--- src/rtl/vga_pkg.sv ---
// Shared definitions for the VGA player blocks.
//   KEY_W        decoded key code that requests a jump
//   SOLID_COLOR  map ROM value that marks a solid tile
//   Y_MAX        lowest pixel row the player's feet may reach
//   mode_e       vertical motion mode of the player
//   probe_e      phases of one map ROM probe
//   make_adr     builds a map ROM address from pixel coordinates
package vga_pkg;

  localparam logic [3:0]  KEY_W       = 4'h1;
  localparam logic [3:0]  SOLID_COLOR = 4'h0;
  localparam logic [10:0] Y_MAX       = 11'd767;

  typedef enum logic [1:0] {
    MODE_GROUND = 2'd0,
    MODE_RISE   = 2'd1,
    MODE_FALL   = 2'd2
  } mode_e;

  typedef enum logic [1:0] {
    PRB_WAIT   = 2'd0,
    PRB_ADDR   = 2'd1,
    PRB_SAMPLE = 2'd2
  } probe_e;

  // The map is stored in 4x4 pixel tiles: row tile in [15:9], column tile in [8:0].
  function automatic logic [15:0] make_adr(input logic [10:0] py, input logic [10:0] xp);
    make_adr = {7'(py >> 2), 9'(xp >> 2)};
  endfunction

endpackage

--- src/rtl/player_jump_if.sv ---
// Signal bundle between the jump block and its surroundings.
//   key          decoded key code
//   player_xpos  horizontal position of the player
//   rgb_pixel    map ROM read data (one-cycle latency)
//   pixel_adr    map ROM read address
//   ypos         top edge of the player
//   airborne     high while rising or falling
// master: the surroundings (key decoder, player_control, map ROM)
// slave:  player_jump
interface player_jump_if;
  logic [3:0]  key;
  logic [10:0] player_xpos;
  logic [3:0]  rgb_pixel;
  logic [15:0] pixel_adr;
  logic [9:0]  ypos;
  logic        airborne;

  modport master (
    output key,
    output player_xpos,
    output rgb_pixel,
    input  pixel_adr,
    input  ypos,
    input  airborne
  );

  modport slave (
    input  key,
    input  player_xpos,
    input  rgb_pixel,
    output pixel_adr,
    output ypos,
    output airborne
  );
endinterface

--- src/rtl/player_jump_step_timer.sv ---
// Free-running step counter for the player's vertical motion.
//   clk   system clock
//   rst   asynchronous active-high reset
//   tick  one-cycle pulse on the cycle the counter wraps to 0
module step_timer #(
  parameter int STEP_TICKS = 500000
) (
  input  logic clk,
  input  logic rst,
  output logic tick
);

  localparam int            CW   = (STEP_TICKS > 1) ? $clog2(STEP_TICKS) : 1;
  localparam logic [CW-1:0] LAST = CW'(STEP_TICKS - 1);

  logic [CW-1:0] cnt_q;
  logic [CW-1:0] cnt_d;

  always_comb begin
    cnt_d = (cnt_q == LAST) ? '0 : cnt_q + 1'b1;
  end

  always_ff @(posedge clk or posedge rst) begin
    if (rst) begin
      cnt_q <= '0;
    end else begin
      cnt_q <= cnt_d;
    end
  end

  assign tick = (cnt_q == LAST);

endmodule

--- src/rtl/player_jump.sv ---
// Vertical motion of the player: jump, rise, fall and landing against the map.
// Every step pulse launches one map ROM probe at the player's head (while
// rising) or feet (otherwise); the sampled tile decides the next mode and the
// one-pixel ypos update.
//   clk    system clock
//   rst    asynchronous active-high reset
//   bus    player_jump_if.slave: key, player_xpos, rgb_pixel in;
//          pixel_adr, ypos, airborne out
module player_jump
  import vga_pkg::*;
#(
  parameter int STEP_TICKS  = 500000,
  parameter int JUMP_HEIGHT = 48,
  parameter int PLAYER_H    = 32,
  parameter int Y_START     = 100
) (
  input  logic          clk,
  input  logic          rst,
  player_jump_if.slave  bus
);

  localparam int RC_W = $clog2(JUMP_HEIGHT + 1);

  logic            tick;
  mode_e           mode_q,     mode_d;
  probe_e          probe_q,    probe_d;
  logic [RC_W-1:0] rise_cnt_q, rise_cnt_d;
  logic [9:0]      ypos_q,     ypos_d;
  logic [15:0]     adr_q,      adr_d;

  logic [10:0]     foot_y;
  logic [10:0]     head_y;
  logic [10:0]     probe_y;
  logic            solid;

  step_timer #(
    .STEP_TICKS (STEP_TICKS)
  ) u_step_timer (
    .clk  (clk),
    .rst  (rst),
    .tick (tick)
  );

  // 11-bit probe rows so that ypos+PLAYER_H near the bottom cannot wrap.
  assign foot_y  = {1'b0, ypos_q} + 11'(PLAYER_H);
  assign head_y  = {1'b0, ypos_q} - 11'd1;
  assign probe_y = (mode_q == MODE_RISE) ? head_y : foot_y;
  assign solid   = (bus.rgb_pixel == SOLID_COLOR);

  always_ff @(posedge clk or posedge rst) begin
    if (rst) begin
      mode_q     <= MODE_GROUND;
      probe_q    <= PRB_WAIT;
      rise_cnt_q <= '0;
      ypos_q     <= 10'(Y_START);
      adr_q      <= '0;
    end else begin
      mode_q     <= mode_d;
      probe_q    <= probe_d;
      rise_cnt_q <= rise_cnt_d;
      ypos_q     <= ypos_d;
      adr_q      <= adr_d;
    end
  end

  always_comb begin
    mode_d     = mode_q;
    probe_d    = probe_q;
    rise_cnt_d = rise_cnt_q;
    ypos_d     = ypos_q;
    adr_d      = adr_q;
    case (probe_q)
      PRB_WAIT: begin
        // Step pulses outside WAIT fall through the other arms untouched.
        if (tick) begin
          if ((mode_q == MODE_GROUND) && (bus.key == KEY_W)) begin
            mode_d     = MODE_RISE;
            rise_cnt_d = '0;
          end else begin
            // The address is loaded as ADDR is entered so it is stable for the
            // whole ADDR cycle; the ROM registers it at the end of ADDR and its
            // data is valid throughout SAMPLE.
            probe_d = PRB_ADDR;
            adr_d   = make_adr(probe_y, bus.player_xpos);
          end
        end
      end
      PRB_ADDR: begin
        probe_d = PRB_SAMPLE;
      end
      PRB_SAMPLE: begin
        probe_d = PRB_WAIT;
        case (mode_q)
          MODE_GROUND: begin
            if (!solid) mode_d = MODE_FALL;
          end
          MODE_RISE: begin
            if (solid || (ypos_q == '0) || (rise_cnt_q == RC_W'(JUMP_HEIGHT))) begin
              mode_d = MODE_FALL;
            end else begin
              ypos_d     = ypos_q - 10'd1;
              rise_cnt_d = rise_cnt_q + 1'b1;
            end
          end
          MODE_FALL: begin
            if (solid || (foot_y == Y_MAX)) begin
              mode_d = MODE_GROUND;
            end else begin
              ypos_d = ypos_q + 10'd1;
            end
          end
          default: mode_d = MODE_GROUND;
        endcase
      end
      default: probe_d = PRB_WAIT;
    endcase
  end

  always_comb begin
    bus.pixel_adr = adr_q;
    bus.ypos      = ypos_q;
    bus.airborne  = (mode_q != MODE_GROUND);
  end

endmodule

--- src/flat_wrapper.sv ---
// flat-port wrapper written by rule: the top's interface ports become plain ports
module player_jump_flat import vga_pkg::*;
#(
  parameter int STEP_TICKS  = 500000,
  parameter int JUMP_HEIGHT = 48,
  parameter int PLAYER_H    = 32,
  parameter int Y_START     = 100
)
  (clk, rst, bus_key, bus_player_xpos, bus_rgb_pixel, bus_pixel_adr, bus_ypos, bus_airborne);
  player_jump_if bus_i ();
  input  logic clk;
  input  logic rst;
  input wire logic [$bits(bus_i.key)-1:0] bus_key;
  input wire logic [$bits(bus_i.player_xpos)-1:0] bus_player_xpos;
  input wire logic [$bits(bus_i.rgb_pixel)-1:0] bus_rgb_pixel;
  output wire logic [$bits(bus_i.pixel_adr)-1:0] bus_pixel_adr;
  output wire logic [$bits(bus_i.ypos)-1:0] bus_ypos;
  output wire logic [$bits(bus_i.airborne)-1:0] bus_airborne;
  assign bus_i.key = bus_key;
  assign bus_i.player_xpos = bus_player_xpos;
  assign bus_i.rgb_pixel = bus_rgb_pixel;
  assign bus_pixel_adr = bus_i.pixel_adr;
  assign bus_ypos = bus_i.ypos;
  assign bus_airborne = bus_i.airborne;
  player_jump #(.STEP_TICKS(STEP_TICKS), .JUMP_HEIGHT(JUMP_HEIGHT), .PLAYER_H(PLAYER_H), .Y_START(Y_START)) u_core (.clk(clk), .rst(rst), .bus(bus_i));
endmodule
--- config.mk ---
export PLATFORM = sky130hd
export DESIGN_NAME = player_jump_flat
export DESIGN_NICKNAME = d
export VERILOG_FILES = /design/src/rtl/vga_pkg.sv /design/src/rtl/player_jump_if.sv /design/src/rtl/player_jump_step_timer.sv /design/src/rtl/player_jump.sv /design/src/flat_wrapper.sv
export SDC_FILE = /design/constraint.sdc
export NUM_CORES = 1
export LEC_CHECK = 0
export ABC_AREA = 1
export BUFFER_PORTS_ARGS = -buffer_cell sky130_fd_sc_hd__buf_2
export CORE_MARGIN = 4
export CORE_UTILIZATION = 53
export CTS_BUF_LIST = sky130_fd_sc_hd__clkbuf_4
export DETAILED_ROUTE_END_ITERATION = 6
export PLACE_DENSITY = 0.75
export SYNTH_ARGS = -nofsm -noshare
export SYNTH_HDL_FRONTEND = slang
export SYNTH_SLANG_ARGS = --single-unit
--- constraint.sdc ---
create_clock -name clk -period 3.93 [get_ports clk]
set_input_delay 0.5895 -clock clk [delete_from_list [all_inputs] [get_ports clk]]
set_output_delay 0.5895 -clock clk [all_outputs]
set_load 0.005 [all_outputs]
Word-level counts from Yosys, hierarchy flattened. Cells that the tools add are included.

Reduce and logical (&&, ||, !) cells: 16. Equality and inequality tests: 18. Add/sub/neg operators: 6. Bitwise operators: 1. Mux-type cells: 20.

Operator list (number): 6-bit 2-to-1 mux (4); 10-bit 2-to-1 mux (2); 10-bit case mux with 2 select lines (1); 19-bit by 1-bit adder with 19-bit output, second input constant (1); 19-bit equality test, second input constant (1); 19-bit 2-to-1 mux (1); 2-bit 2-to-1 mux (7); 6-bit case mux with 2 select lines (1); 10-bit by 6-bit adder with 11-bit output, second input constant (1); 11-bit by 10-bit equality test with 1-bit output, second input constant (1); 10-bit by 1-bit adder with 10-bit output, second input constant (1); 10-bit logical NOT (1); 10-bit by 1-bit subtractor with 10-bit output, second input constant (1); 9-bit 2-to-1 mux (1); 9-bit by 1-bit subtractor with 9-bit output, second input constant (1); 2-bit != test, second input constant (4); 2-bit case mux with 2 select lines (2); 6-bit by 1-bit adder with 6-bit output, second input constant (1); 6-bit equality test, second input constant (1); 2-bit by 1-bit != test with 1-bit output, second input constant (3); 3-bit != test, second input constant (2); 2-bit case mux with 3 select lines (1); 6-bit AND reduction (1); 2-bit nonzero test (3); other kinds (13) (18).

Output and inout port bits: 27. Register bits after elaboration: 55. Input bits: 21.

Longest topological paths before layout.
Depth in word-level cells: 6. Mapped depth: 14. Mapped depth without buffers: 14.

By module. From an unflattened synthesis, not the netlist that was laid out.

Cell total of the unflattened synthesis: 467. Area total of the unflattened synthesis: 3419.5 µm².

Modules (own cells, without submodules): player_jump (cells an instance 327, area each 2372.3 µm², instances 1); step_timer (cells an instance 140, area each 1047.3 µm², instances 1).

Worst setup path before layout. OpenSTA, ideal clock, no wires.

Kind: register to register. Start point: reg u_core.mode_q[0]. End point: reg u_core.ypos_q[7], in the netlist u_core.bus.ypos[7]. Period minus slack after synthesis: 2.046 ns. Stages on the path, launching flop included: 11. Path slack: 1.884 ns. Path buffers: 0. Arrival: 1.916 ns. Path through: dfrtp_1 -> inv_1 -> ha_1 -> inv_1 -> ha_1 -> nand2_1 -> o21ai_0 -> nand3_1 -> nand2_1 -> xor2_1 -> o21ai_0.

Word-level cells in the longest chain between the ends: 3.

Ends and longest elaborated chain: start, declared (RTL line player_jump.sv:25) `mode_e mode_q, mode_d;`; start signal, assigned (RTL line player_jump.sv:58) `mode_q <= mode_d;`; 2-bit by 1-bit equality test with 1-bit output or 2-bit equality test (tied branches) (RTL line player_jump.sv:93) `case (mode_q)`; 2-bit != test (no source line) or 2-bit nonzero test (tied branches); 4-bit AND reduction (no source line); end signal, assigned (RTL line player_jump.sv:55) `ypos_q <= 10'(Y_START);`; end signal, assigned (RTL line player_jump.sv:61) `ypos_q <= ypos_d;`; end, declared (RTL line player_jump.sv:28) `logic [9:0] ypos_q, ypos_d;`.

Parallel ways exist; a longest one is shown, timed or not. A chain may end at the register's enable or synchronous reset.

Worst setup path in the final report. Same ends and word-level chain as after synthesis.

==> metrics.md <==
| Metric | Value |
|---|---|
| Fin. max-slew vios | `0` |
| EDFF count, synth | `0` |
| Initial DRC count | `104` |
| Ys async rst share | `between 90% and 100%` |
| First-pass DRT Iterations | `4` |
| Maximum VDD drop | `0.146 mV` |
| Avg Cell Area, Syn | `around 7.5 um^2` |
| Final Setup Violations | `0` |
| Core area | `roughly 6300 um^2` |
| Post-synth cell types | `33` |
| CP Data Required Time | `4.19 ns` |
| RSZ-0062 raised after global routing | `no` |
| Power density cells | `roughly 220 nW/um^2` |
| Total Wirelength | `6.92 mm` |
| Synthesized area | `~3400 um^2` |
| Leak | `0.00214 uW` |
| DR vias | `2,963` |
| Final setup margin | `between 1 and 1.5 ns` |
| Slowest cell on crit path | `dfrtp_1` |
| Global-route wire length before repair | `12.4 mm` |
| Post-DP Area | `about 3700 um^2` |
| Clock Pin Slew Worst Setup and Hold Paths | `0.16 ns` |
| Routability cong. | `0.892` |
| Wire per inst | `about 12 um` |
| DR DRC count | `0` |
| Die Width | `88.3 um` |
| Post-synth top area share | `38.0%` |
| Clk sinks | `55` |
| IO Count | `48` |
| Slew headroom | `just over 60%` |
| Place WS | `approximately 1.5 ns` |
| Outcome | `complete, no violations` |
| Fin util | `59.8%` |
| Max_cap viols | `0` |
| WP data arrival | `2.75 ns` |
| Clock Path Buffers | `2` |
| Worst Setup End Kind | `flop` |
| Yosys reg bits | `55` |
| Layout area overhead | `10.5%` |
| Initial antenna violation count | `0` |
| CP Class | `flop to flop` |
| H-Tree Depth | `2` |
| CP max FO | `8` |
| Die area | `between 7000 and 8000 um^2` |
| GRT overflow | `0` |
| Startpoint types | `flop` |
| Ys flop type | `dfrtp_1` |
| Post-Synthesis Cells | `459` |
| Critical path's top delay family | `adder cells` |
| GRT Total Usage | `19.8%` |
| # hold bufs at CTS | `0` |
| Post-DRT Antenna Nets | `0` |
| Register area share after synthesis | `40.3%` |
| Final hold violation count | `0` |
| Area leader, netlist | `dfrtp_1` |
| Synth top area cells | `dfrtp_1 (38%), nand2_1 (14%), inv_1 (8.3%)` |
| Fin crit share | `63.4%` |
| Die Ht | `88.3 um` |
| Synthesized Nets | `around 500` |
| Final setup TNS | `0 ns` |
| Buf/Inv on CP | `2` |
| Worst Skew | `about 0.021 ns` |
| HP Class | `input port to asynchronous set/reset pin` |
| CTS tree | `done` |
| Routed vias/inst | `~5.1` |
| Vias in the first global route | `2,863` |
| Largest net degree at the start of global routing | `29` |
| Total power | `848 uW` |
| Num rows | `29` |
| Final min period | `2.49 ns` |
| Final nets | `around 550` |
| Worst Tran Pin Value | `0.584 ns` |
| Diode count | `0` |
| Largest stage delay on the critical path | `0.44 ns` |
| Setup bufs post-CTS | `0` |
| CP Cell Sequence | `inv_1 -> ha_1 -> inv_1 -> ha_1 -> nand2_1 -> o21ai_0 -> nand3_1 -> nand2_1 -> xor2_1 -> o21ai_0` |
| Post-route cell area | `3780 um^2` |
| I/O Buffers | `45` |
| Post-DP HPWL | `5.41 mm` |
| Synthesis warning total | `0` |
| Fill count | `600` |
| Skew-Pair Late Insertion Delay | `0.38 ns` |
| Initial Utilization | `between 50% and 60%` |
| PostCTS Resize Cnt | `0` |
| CTS buffer count | `5` |
| Share of cells above drive strength 1 | `15.5%` |
| Fmax | `~0.40 GHz` |
| Root Buffer Master | `clkbuf_4` |
[synthesized netlist by cell type (2+ instances only)]
master / count
inv_2: 4
inv_1: 76
ha_1: 16
nand4_1: 14
xor2_1: 18
a21oi_1: 14
o21ai_1: 4
nand2_1: 131
nand2_2: 5
o21ai_0: 21
buf_6: 2
dfstp_2: 3
nor2_2: 2
dfrtp_1: 52
nand3_1: 30
a31oi_1: 2
xnor2_1: 5
nor2_1: 38
nor3_1: 5
nor2_4: 4
[layout by cell type, fill, tap and decap left out, drive strengths merged]
| cell type | n |
|---|---|
| dfstp | 3 |
| a31oi | 2 |
| xnor2 | 5 |
| a21oi | 15 |
| inv | 80 |
| o21ai | 25 |
| nor2 | 44 |
| dfrtp | 52 |
| ha | 16 |
| xor2 | 18 |
| buf | 46 |
| nand4 | 15 |
| a21o | 1 |
| o21a | 1 |
| nand3 | 31 |
| fa | 1 |
| clkbuf | 6 |
| nand2 | 137 |
| nor3 | 6 |
| clkinv | 3 |
| or2 | 2 |
[cell families after synthesis]
| family | Yosys count | synth area share [%] |
|---|---|---|
| AO/OA/AOI/OAI | 44 | 6.99 |
| AND/OR/NAND/NOR | 235 | 30.5 |
| XOR/XNOR | 23 | 5.89 |
| adder cells (fa/ha/maj) | 17 | 6.44 |
| flip-flops | 55 | 40.3 |
| buffers and inverters | 85 | 9.88 |
[routing by layer]
| metal | part of all wire (%) | track usage [%] | vias to the layer above | routed length, um |
|---|---|---|---|---|
| li1 | - | - | 1532 | - |
| met1 | 44 | 24.9 | 1364 | 3050 |
| met2 | 50 | 34.9 | 60 | 3430 |
| met3 | 5.4 | 4.28 | 7 | 371 |
| met4 | 0.97 | 4.67 | 0 | 67 |
| met5 | 0 | 0 | - | 0 |
[flip-flops by register name (all words and copies together) (netlist names)]
signal,cells
u_core.u_step_timer.cnt_q,19
u_core.bus.pixel_adr,16
u_core.bus.ypos,10
u_core.rise_cnt_q,6
u_core.mode_q,2
u_core.probe_q,2
[cell type report]
type	instances	area, um^2	share of cell area (%)
multi-input cells	319	1700	45.1
flip-flops and latches	55	1380	36.5
inverters	81	304	8.05
repair buffers	46	233	6.16
well taps	77	96.3	2.55
clock buffers	6	45.0	1.19
clock inverters	2	17.5	0.464
[through the flow]
| step | hold slack [ns] | std cells |
|---|---|---|
| finish | 0.241 | 586 |
| global route | 0.300 | 586 |
| floorplan | 0.445 | 459 |
| CTS | 0.270 | 586 |
| global placement | 0.449 | 578 |
| detailed placement | 0.454 | 578 |
[report_power, final]
group          switching [uW]  total, uW  internal, uW
clock                     178        258          79.9
sequential                  0        566           566
combinational            15.6       24.0          8.35
total                     194        848           655
[final timing paths]
path / cells past startpoint / start / slack, ns / end
max in group asynchronous: 3 / rst / 2.91 / u_core.u_step_timer.cnt_q[9]
max: 10 / u_core.mode_q[0] / 1.44 / u_core.bus.ypos[7]
min in group clk: 3 / bus_player_xpos[7] / 0.39 / u_core.bus.pixel_adr[5]
min reg2reg: 2 / u_core.bus.pixel_adr[2] / 0.49 / u_core.bus.pixel_adr[2]
max reg2reg: 10 / u_core.mode_q[0] / 1.44 / u_core.bus.ypos[7]
min: 2 / rst / 0.24 / u_core.u_step_timer.cnt_q[16]
(Power assumes the default switching activity.)
